`src/rtl/logic_cell_cfg_loader_if.sv`:
```
// Serial configuration bus between a config source and one logic_cell_cfg_loader.
// The source owns bit/valid/abort; the loader owns ready.
interface logic_cell_cfg_loader_if;
    logic cfg_bit;
    logic cfg_valid;
    logic cfg_ready;
    logic cfg_abort;

    modport master (
        output cfg_bit,
        output cfg_valid,
        output cfg_abort,
        input  cfg_ready
    );

    modport slave (
        input  cfg_bit,
        input  cfg_valid,
        input  cfg_abort,
        output cfg_ready
    );
endinterface

```
`src/rtl/logic_cell_cfg_loader.sv`:
```
// Deserialises 32-bit LSB-first config frames for one LOGIC_CELL, validates them
// (sync, parity, mode, address) and commits mode/mux selects/LUT init atomically.
module logic_cell_cfg_loader #(
    parameter logic [5:0] CELL_ADDR = 6'd0,
    parameter logic [3:0] SYNC      = 4'hA
) (
    input  logic                           QCK,
    input  logic                           QRT,
    logic_cell_cfg_loader_if.slave         bus,
    output logic [1:0]                     mode,
    output logic                           bqz_sel,
    output logic                           cqz_sel,
    output logic                           qdi_sel,
    output logic [15:0]                    lut_init,
    output logic                           cfg_loaded,
    output logic                           cfg_done,
    output logic                           cfg_err,
    output logic [1:0]                     err_code
);

    typedef enum logic [1:0] {
        IDLE  = 2'd0,
        SHIFT = 2'd1,
        CHECK = 2'd2
    } state_t;

    localparam logic [5:0] BCAST_ADDR = 6'h3F;

    state_t      state;
    logic [4:0]  cnt;
    logic [31:0] shreg;
    logic        ready_q;
    logic        xfer;

    logic        sync_ok;
    logic        parity_ok;
    logic        mode_ok;
    logic        addr_ok;

    // ready_q is held high out of reset so IDLE accepts on the first free cycle;
    // the QRT gate forces ready low for the whole reset interval.
    assign bus.cfg_ready = ready_q & ~QRT;
    assign xfer          = bus.cfg_valid & bus.cfg_ready;

    assign sync_ok   = (shreg[3:0] == SYNC);
    assign parity_ok = ~(^shreg);
    assign mode_ok   = (shreg[5:4] != 2'd3);
    assign addr_ok   = (shreg[30:25] == CELL_ADDR) || (shreg[30:25] == BCAST_ADDR);

    always_ff @(posedge QCK) begin
        if (QRT) begin
            state      <= IDLE;
            cnt        <= '0;
            shreg      <= '0;
            ready_q    <= 1'b1;
            mode       <= '0;
            bqz_sel    <= 1'b0;
            cqz_sel    <= 1'b0;
            qdi_sel    <= 1'b0;
            lut_init   <= '0;
            cfg_loaded <= 1'b0;
            cfg_done   <= 1'b0;
            cfg_err    <= 1'b0;
            err_code   <= '0;
        end else begin
            cfg_done <= 1'b0;
            case (state)
                IDLE: begin
                    ready_q <= 1'b1;
                    if (bus.cfg_abort) begin
                        cnt   <= '0;
                        shreg <= '0;
                    end else if (xfer) begin
                        shreg[0] <= bus.cfg_bit;
                        cnt      <= 5'd1;
                        state    <= SHIFT;
                    end
                end

                SHIFT: begin
                    // Abort wins over a transfer in the same cycle; that bit is dropped.
                    if (bus.cfg_abort) begin
                        state <= IDLE;
                        cnt   <= '0;
                        shreg <= '0;
                    end else if (xfer) begin
                        shreg[cnt] <= bus.cfg_bit;
                        if (cnt == 5'd31) begin
                            state   <= CHECK;
                            ready_q <= 1'b0;
                            cnt     <= '0;
                        end else begin
                            cnt <= cnt + 5'd1;
                        end
                    end
                end

                CHECK: begin
                    state   <= IDLE;
                    ready_q <= 1'b1;
                    if (!sync_ok) begin
                        cfg_err  <= 1'b1;
                        err_code <= 2'd1;
                    end else if (!parity_ok) begin
                        cfg_err  <= 1'b1;
                        err_code <= 2'd2;
                    end else if (!mode_ok) begin
                        cfg_err  <= 1'b1;
                        err_code <= 2'd3;
                    end else if (addr_ok) begin
                        mode       <= shreg[5:4];
                        bqz_sel    <= shreg[6];
                        cqz_sel    <= shreg[7];
                        qdi_sel    <= shreg[8];
                        lut_init   <= shreg[24:9];
                        cfg_loaded <= 1'b1;
                        cfg_done   <= 1'b1;
                        cfg_err    <= 1'b0;
                        err_code   <= '0;
                    end
                end

                default: begin
                    state   <= IDLE;
                    ready_q <= 1'b1;
                    cnt     <= '0;
                end
            endcase
        end
    end

endmodule

```
`src/flat_wrapper.sv`:
```
// flat-port wrapper written by rule: the top's interface ports become plain ports
module logic_cell_cfg_loader_flat 
#(
    parameter logic [5:0] CELL_ADDR = 6'd0,
    parameter logic [3:0] SYNC      = 4'hA
)
  (QCK, QRT, mode, bqz_sel, cqz_sel, qdi_sel, lut_init, cfg_loaded, cfg_done, cfg_err, err_code, bus_cfg_bit, bus_cfg_valid, bus_cfg_abort, bus_cfg_ready);
  logic_cell_cfg_loader_if bus_i ();
  input  logic QCK;
  input  logic QRT;
  output logic [1:0] mode;
  output logic bqz_sel;
  output logic cqz_sel;
  output logic qdi_sel;
  output logic [15:0] lut_init;
  output logic cfg_loaded;
  output logic cfg_done;
  output logic cfg_err;
  output logic [1:0] err_code;
  input wire logic [$bits(bus_i.cfg_bit)-1:0] bus_cfg_bit;
  input wire logic [$bits(bus_i.cfg_valid)-1:0] bus_cfg_valid;
  input wire logic [$bits(bus_i.cfg_abort)-1:0] bus_cfg_abort;
  output wire logic [$bits(bus_i.cfg_ready)-1:0] bus_cfg_ready;
  assign bus_i.cfg_bit = bus_cfg_bit;
  assign bus_i.cfg_valid = bus_cfg_valid;
  assign bus_i.cfg_abort = bus_cfg_abort;
  assign bus_cfg_ready = bus_i.cfg_ready;
  logic_cell_cfg_loader #(.CELL_ADDR(CELL_ADDR), .SYNC(SYNC)) u_core (.QCK(QCK), .QRT(QRT), .bus(bus_i), .mode(mode), .bqz_sel(bqz_sel), .cqz_sel(cqz_sel), .qdi_sel(qdi_sel), .lut_init(lut_init), .cfg_loaded(cfg_loaded), .cfg_done(cfg_done), .cfg_err(cfg_err), .err_code(err_code));
endmodule
```
`config.mk`:
```
export PLATFORM = sky130hd
export DESIGN_NAME = logic_cell_cfg_loader_flat
export DESIGN_NICKNAME = d
export VERILOG_FILES = /design/src/rtl/logic_cell_cfg_loader_if.sv /design/src/rtl/logic_cell_cfg_loader.sv /design/src/flat_wrapper.sv
export SDC_FILE = /design/constraint.sdc
export NUM_CORES = 1
export LEC_CHECK = 0
export ABC_AREA = 1
export BUFFER_PORTS_ARGS = -buffer_cell sky130_fd_sc_hd__buf_2
export CAP_MARGIN = 20
export CORE_UTILIZATION = 30
export DETAILED_ROUTE_END_ITERATION = 12
export PLACE_DENSITY = 0.5
export RECOVER_POWER = 25
export SLEW_MARGIN = 20
export SYNTH_ARGS = -nofsm -noshare
export SYNTH_HDL_FRONTEND = slang
export SYNTH_SLANG_ARGS = --single-unit
```
`constraint.sdc`:
```
create_clock -name QCK -period 4.7 [get_ports QCK]
set_input_delay 0.47 -clock QCK [delete_from_list [all_inputs] [get_ports QCK]]
set_output_delay 0.47 -clock QCK [all_outputs]
set_load 0.03 [all_outputs]
```
* Word level (Yosys, flattened, before mapping)
Index checks and enable logic that the tools add are counted.
** Operators by class
- $add $sub $neg :: 1
- Magnitude comparators :: 2
- Equal/unequal tests :: 13
- Mux-type cells :: 30
- Bitwise gates (word level) :: 9
- Reductions and logical operators :: 15
** Operators by type and width (count)
- two-way mux 32 bit :: 2
- case mux 32 bit (2 select lines) :: 1
- bitwise mux 32 bit :: 1
- parity 32 bit :: 1
- two-way mux 31 bit :: 1
- two-way mux 5 bit :: 5
- two-way mux 2 bit :: 9
- case mux 5 bit (3 select lines) :: 1
- AND reduction 3 bit :: 4
- inequality test 3 x 2 -> 1 bit, second input constant :: 3
- two-way mux 1 bit :: 8
- NOT 1 bit :: 7
- == test 6 bit, second input constant :: 1
- logical NOT 6 bit :: 1
- less-than comparator 5 x 6 -> 1 bit, second input constant :: 1
- inequality test 2 bit, second input constant :: 3
- adder 5 x 1 -> 5 bit, second input constant :: 1
- demux 1 bit (select 5 bit) :: 1
- == test 5 bit, second input constant :: 1
- greater-or-equal comparator 5 x 1 -> 1 bit, second input constant :: 1
- AND reduction 5 bit :: 1
- OR reduction 5 bit :: 1
- == test 4 bit, second input constant :: 1
- inequality test 4 bit, second input constant :: 1
- 12 further kinds :: 13
** Word-level totals
- Register bits after elaboration :: 66
- Input bits :: 5
- Output and inout bits :: 27
- Word-level logic and storage cells :: 84

* Depth between registers and ports, before layout
- Depth in word-level cells :: 8
- Gate-level depth with buffers :: 17
- Gate-level depth less buffers :: 16

* Worst setup path after synthesis
No wires, ideal clock.
- Kind :: input to register
- Start point :: input port QRT
- End point :: register u_core.shreg[25]
- Library setup time :: 71 ps
- Data arrival time :: 1871 ps
- Data required time :: 4629 ps
- Setup slack :: 2758 ps
- Stages on the path :: 10
- Path buffers :: 2
- Path through :: nor2_2 nand2_1 inv_1 nor2_2 a211oi_2 and3_1 buf_6 buf_12 nand2_2 a21oi_2
** Between the ends
- Cells in the longest elaborated chain, start to end :: 5
** Ends and longest elaborated chain
- start, declared :: RTL line flat_wrapper.sv:10 : input logic QRT;
- NOT 1 bit :: RTL line logic_cell_cfg_loader.sv:42 : assign bus.cfg_ready = ready_q & ~QRT;
- bitwise AND 1 bit :: RTL line logic_cell_cfg_loader.sv:42
- bitwise AND 1 bit :: RTL line logic_cell_cfg_loader.sv:43 : assign xfer = bus.cfg_valid & bus.cfg_ready;
- inequality test 3 x 2 -> 1 bit (no line)
- AND reduction 3 bit (no line)
- end signal, assigned by index :: RTL line logic_cell_cfg_loader.sv:87 : shreg[cnt] <= bus.cfg_bit;
- end, declared :: RTL line logic_cell_cfg_loader.sv:31 : logic [31:0] shreg;
Several ways; a longest one is shown, not always the timed one.
A chain may end at the register's enable or synchronous reset.

* Final worst setup path
- Start point :: register u_core.state[1]
- End point :: register u_core.shreg[26]
** Between the ends
- Cells in the longest elaborated chain, start to end :: 3
- Elaborated cells on any way between the ends :: 7
- Classes of those cells :: eq/ne: 3; mux: 1; reduce/logical: 3
** Ends and longest elaborated chain
- start, declared :: RTL line logic_cell_cfg_loader.sv:29 : state_t state;
- start signal, assigned :: RTL line logic_cell_cfg_loader.sv:52 : state <= IDLE;
- start signal, assigned :: RTL line logic_cell_cfg_loader.sv:76 : state <= SHIFT;
- start signal, assigned :: RTL line logic_cell_cfg_loader.sv:83 : state <= IDLE;
- == test 2 x 1 -> 1 bit or logical NOT 2 bit (tied branches) :: RTL line logic_cell_cfg_loader.sv:67 : case (state)
- inequality test 3 x 2 -> 1 bit (no line) (tied with other cells)
- AND reduction 3 bit (no line)
Several ways; a longest one is shown, not always the timed one.

==> impl_metrics.csv <==
group,metric,value,unit
run_status,status,"finished, final reports clean",
setup_path,startpoint_type,"register",
sta,relSlewSlack,42.4,%
power_and_ir_drop,p_sw_share,22.8,%
synth,synth-seq-cells,66,
sta,timing.hold.ws,0.450,ns
placed_design,gp_congestion,0.814,
final_layout,mostFrequentLayoutCells,"219 x nand2_1, 97 x nor2_1, 76 x inv_1, 66 x dfxtp_1, 37 x o21ai_0",
sta,worst_pin_slew,0.859,ns
detailed_routing,vias,3831,
synth,synth_nets,659,
grt,grt_pass1_wl,16.9,mm
synth,ys_seq_area_share,32.4,%
cts,clkSinkCount,66,
power_and_ir_drop,p_leak,0.00211,uW
setup_path,cp.required,4.96,ns
sta,finalMaxSlewViolations,0,
cts,hold_buffers,0,
sta,skew,0.00576,ns
sta,finalSetupViolCount,0,
setup_path,worstPathCellList,"nor2_2 > nand2_4 > nor2_2 > a211oi_2 > buf_4 > and3_1 > buf_4 > nand2_2 > a21oi_2",
detailed_routing,vias_per_cell,4.51,
setup_path,crit_path_max_fanout,34,
grt,grt_max_degree,45,
detailed_routing,dr.pass1.iters,4,
cts,clockRootBuffer,"clkbuf_16",
floorplan,num_rows,42,
setup_path,cpMaxStageDelayCell,"and3_1",
power_and_ir_drop,intPower,1060,uW
grt,grt_overflow,0,
setup_path,crit_type,"reg2reg",
final_layout,layout_commonest_cell,"nand2_1",
grt,grt_util_all_layers,15.1,%
detailed_routing,ant_nets,0,
sta,hold_violations,0,
detailed_routing,drt_iter0_drc,201,
sta,finalSetupTns,0,ns
power_and_ir_drop,combPwrFrac,5.8,%
setup_path,regToRegSetupSlack,1.88,ns
sta,fin_crit_sh,60.0,%
cts,post_cts_buffers,0,
floorplan,core,13200,um2
setup_path,slowest_delay,0.66,ns
synth,ys_types,31,
floorplan,die_x,119,um
power_and_ir_drop,power,1370,uW
cts,clk_path_buf_depth,2,
setup_path,cp-end-kind,"register",
power_and_ir_drop,p_per_area,298,nW/um2
setup_path,path_buf_inv,2,
synth,syn_area_per_cell,6.31,um2
final_layout,area_growth,12.7,%
cts,path_clk_slew,0.05,ns
cts,cts_made_buffers,9,
synth,netlist_instances,646,
final_layout,antenna_cells,0,
detailed_routing,route.detailed.drc,0,
detailed_routing,wl_per_cell,11.6,um
placed_design,dp_hpwl,6.95,mm
placed_design,place_ws,1.80,ns
power_and_ir_drop,clock_power_share,52.9,%
worst_hold_path,hold_path_class,"in2reg",
power_and_ir_drop,p_sw,312,uW
setup_path,cp.arrival,3.08,ns
final_layout,finalNetCount,682,
floorplan,start_util,30.8,%
floorplan,die_area,14100,um2
sta,fmax,355,MHz
run,drv_cap,0,
synth,yosys_warnings,0,
grt,grt_antenna_before_repair,0,
cts,tritoncts,"done",
sta,setup_ws,1.88,ns
cts,ctsResizeCount,0,
cts,clock_latency,0.33,ns
cts,htree_levels,3,
power_and_ir_drop,pwr-share-seq,41.3,%
floorplan,ios,32,
final_layout,drive_gt1_share,15.5,%
grt,grt_pass1_vias,3536,
sta,period_needed,2.82,ns
placed_design,portBuffers,31,
synth,syn_area,4080,um2
sta,rsz0062_at_grt,"no",
setup_path,cp_top_family,"simple AND/OR/NAND/NOR gates",
power_and_ir_drop,vdd_drop_max,0.000173,V
floorplan,die_h,119,um
detailed_routing,wl,9.82,mm
power groups by stage:
stage	registers (uW)	clock network, uW	logic [uW]
finish	566	724	78.8
global route	565	767	90.3
floorplan	577	0	58.6
detailed placement	578	0	78.2
global placement	577	0	77.9
CTS	565	743	79.2
final timing paths:
path | from | endpoint | depth (start not counted)
setup / recovery | u_core.state[1] | u_core.shreg[26] | 9
hold / removal | bus_cfg_bit | u_core.shreg[0] | 3
setup reg to reg | u_core.state[1] | u_core.shreg[26] | 9
hold reg to reg | u_core.err_code[1] | u_core.err_code[1] | 2
registers in the layout, summed over array words and instances (netlist names):
signal             count
u_core.state           2
u_core.cnt             5
u_core.cfg_err         1
u_core.ready_q         1
u_core.cfg_loaded      1
u_core.cfg_done        1
u_core.cqz_sel         1
u_core.bqz_sel         1
u_core.mode            2
u_core.lut_init       16
u_core.err_code        2
u_core.qdi_sel         1
u_core.shreg          32
layer usage:
metal	up-vias	share of wire (%)	wire (um)	global-route usage, %
met1	1720	49	4840	19.6
met5	-	0	0	0
met2	68	45	4460	24.7
li1	2033	-	-	-
met3	10	3.9	387	3.76
met4	0	1.3	123	3.96
synthesized netlist by cell type:
cell type | n | area, um2
nand3_2 | 1 | 10.0
nand2_4 | 1 | 11.3
nand4_4 | 1 | 21.3
o311ai_0 | 1 | 8.76
buf_12 | 3 | 60.1
buf_4 | 3 | 22.5
nand3_1 | 16 | 80.1
clkbuf_1 | 10 | 37.5
nor2_2 | 3 | 18.8
a21boi_2 | 1 | 11.3
ha_1 | 8 | 100
and3_1 | 1 | 6.26
a211oi_1 | 5 | 37.5
nand2_1 | 219 | 822
dfxtp_1 | 66 | 1320
clkinv_1 | 1 | 3.75
inv_2 | 6 | 22.5
nor2_1 | 97 | 364
nor3_1 | 2 | 10.0
xnor2_1 | 2 | 17.5
buf_2 | 3 | 15.0
nand4_1 | 4 | 25.0
nand2_2 | 33 | 206
inv_1 | 76 | 285
o21ai_0 | 37 | 185
a21oi_1 | 10 | 50.1
a211oi_2 | 1 | 12.5
a21oi_2 | 30 | 263
o21ai_1 | 1 | 5.00
buf_6 | 3 | 33.8
o211ai_1 | 1 | 7.51
worst min-delay path, stage by stage:
cell and delay, ns:
buf_2 0.11, nand3_1 0.08, a21oi_1 0.07
area by class of cell:
cell class	count	area (um2)
Clock buffer	10	239
Clock inverter	5	78.8
Fill cell	1463	8650
Inverter	83	312
Multi-Input combinational cell	475	2270
Sequential cell	66	1320
Tap cell	176	220
Timing Repair Buffer	34	150
through the flow:
stage          cell area, um2  cells  utilization [%]
5_1_grt                  4590    849             34.7
2_1_floorplan            4080    646                -
6_report                 4590    849             34.7
4_1_cts                  4620    849             34.9
3_5_place_dp             4300    834             32.5
3_3_place_gp             4300    834             32.5
cells by family after synthesis:
group | share of synthesized area [%]
and+or+nand+nor | 38.7
DFF | 32.4
buffers and inverters | 11.8
xor gates and xnor gates | 0.430
AOI/OAI and AO/OA | 14.2
adders and majority gates | 2.46
No activity file was read; power rests on OpenSTA's default activity.
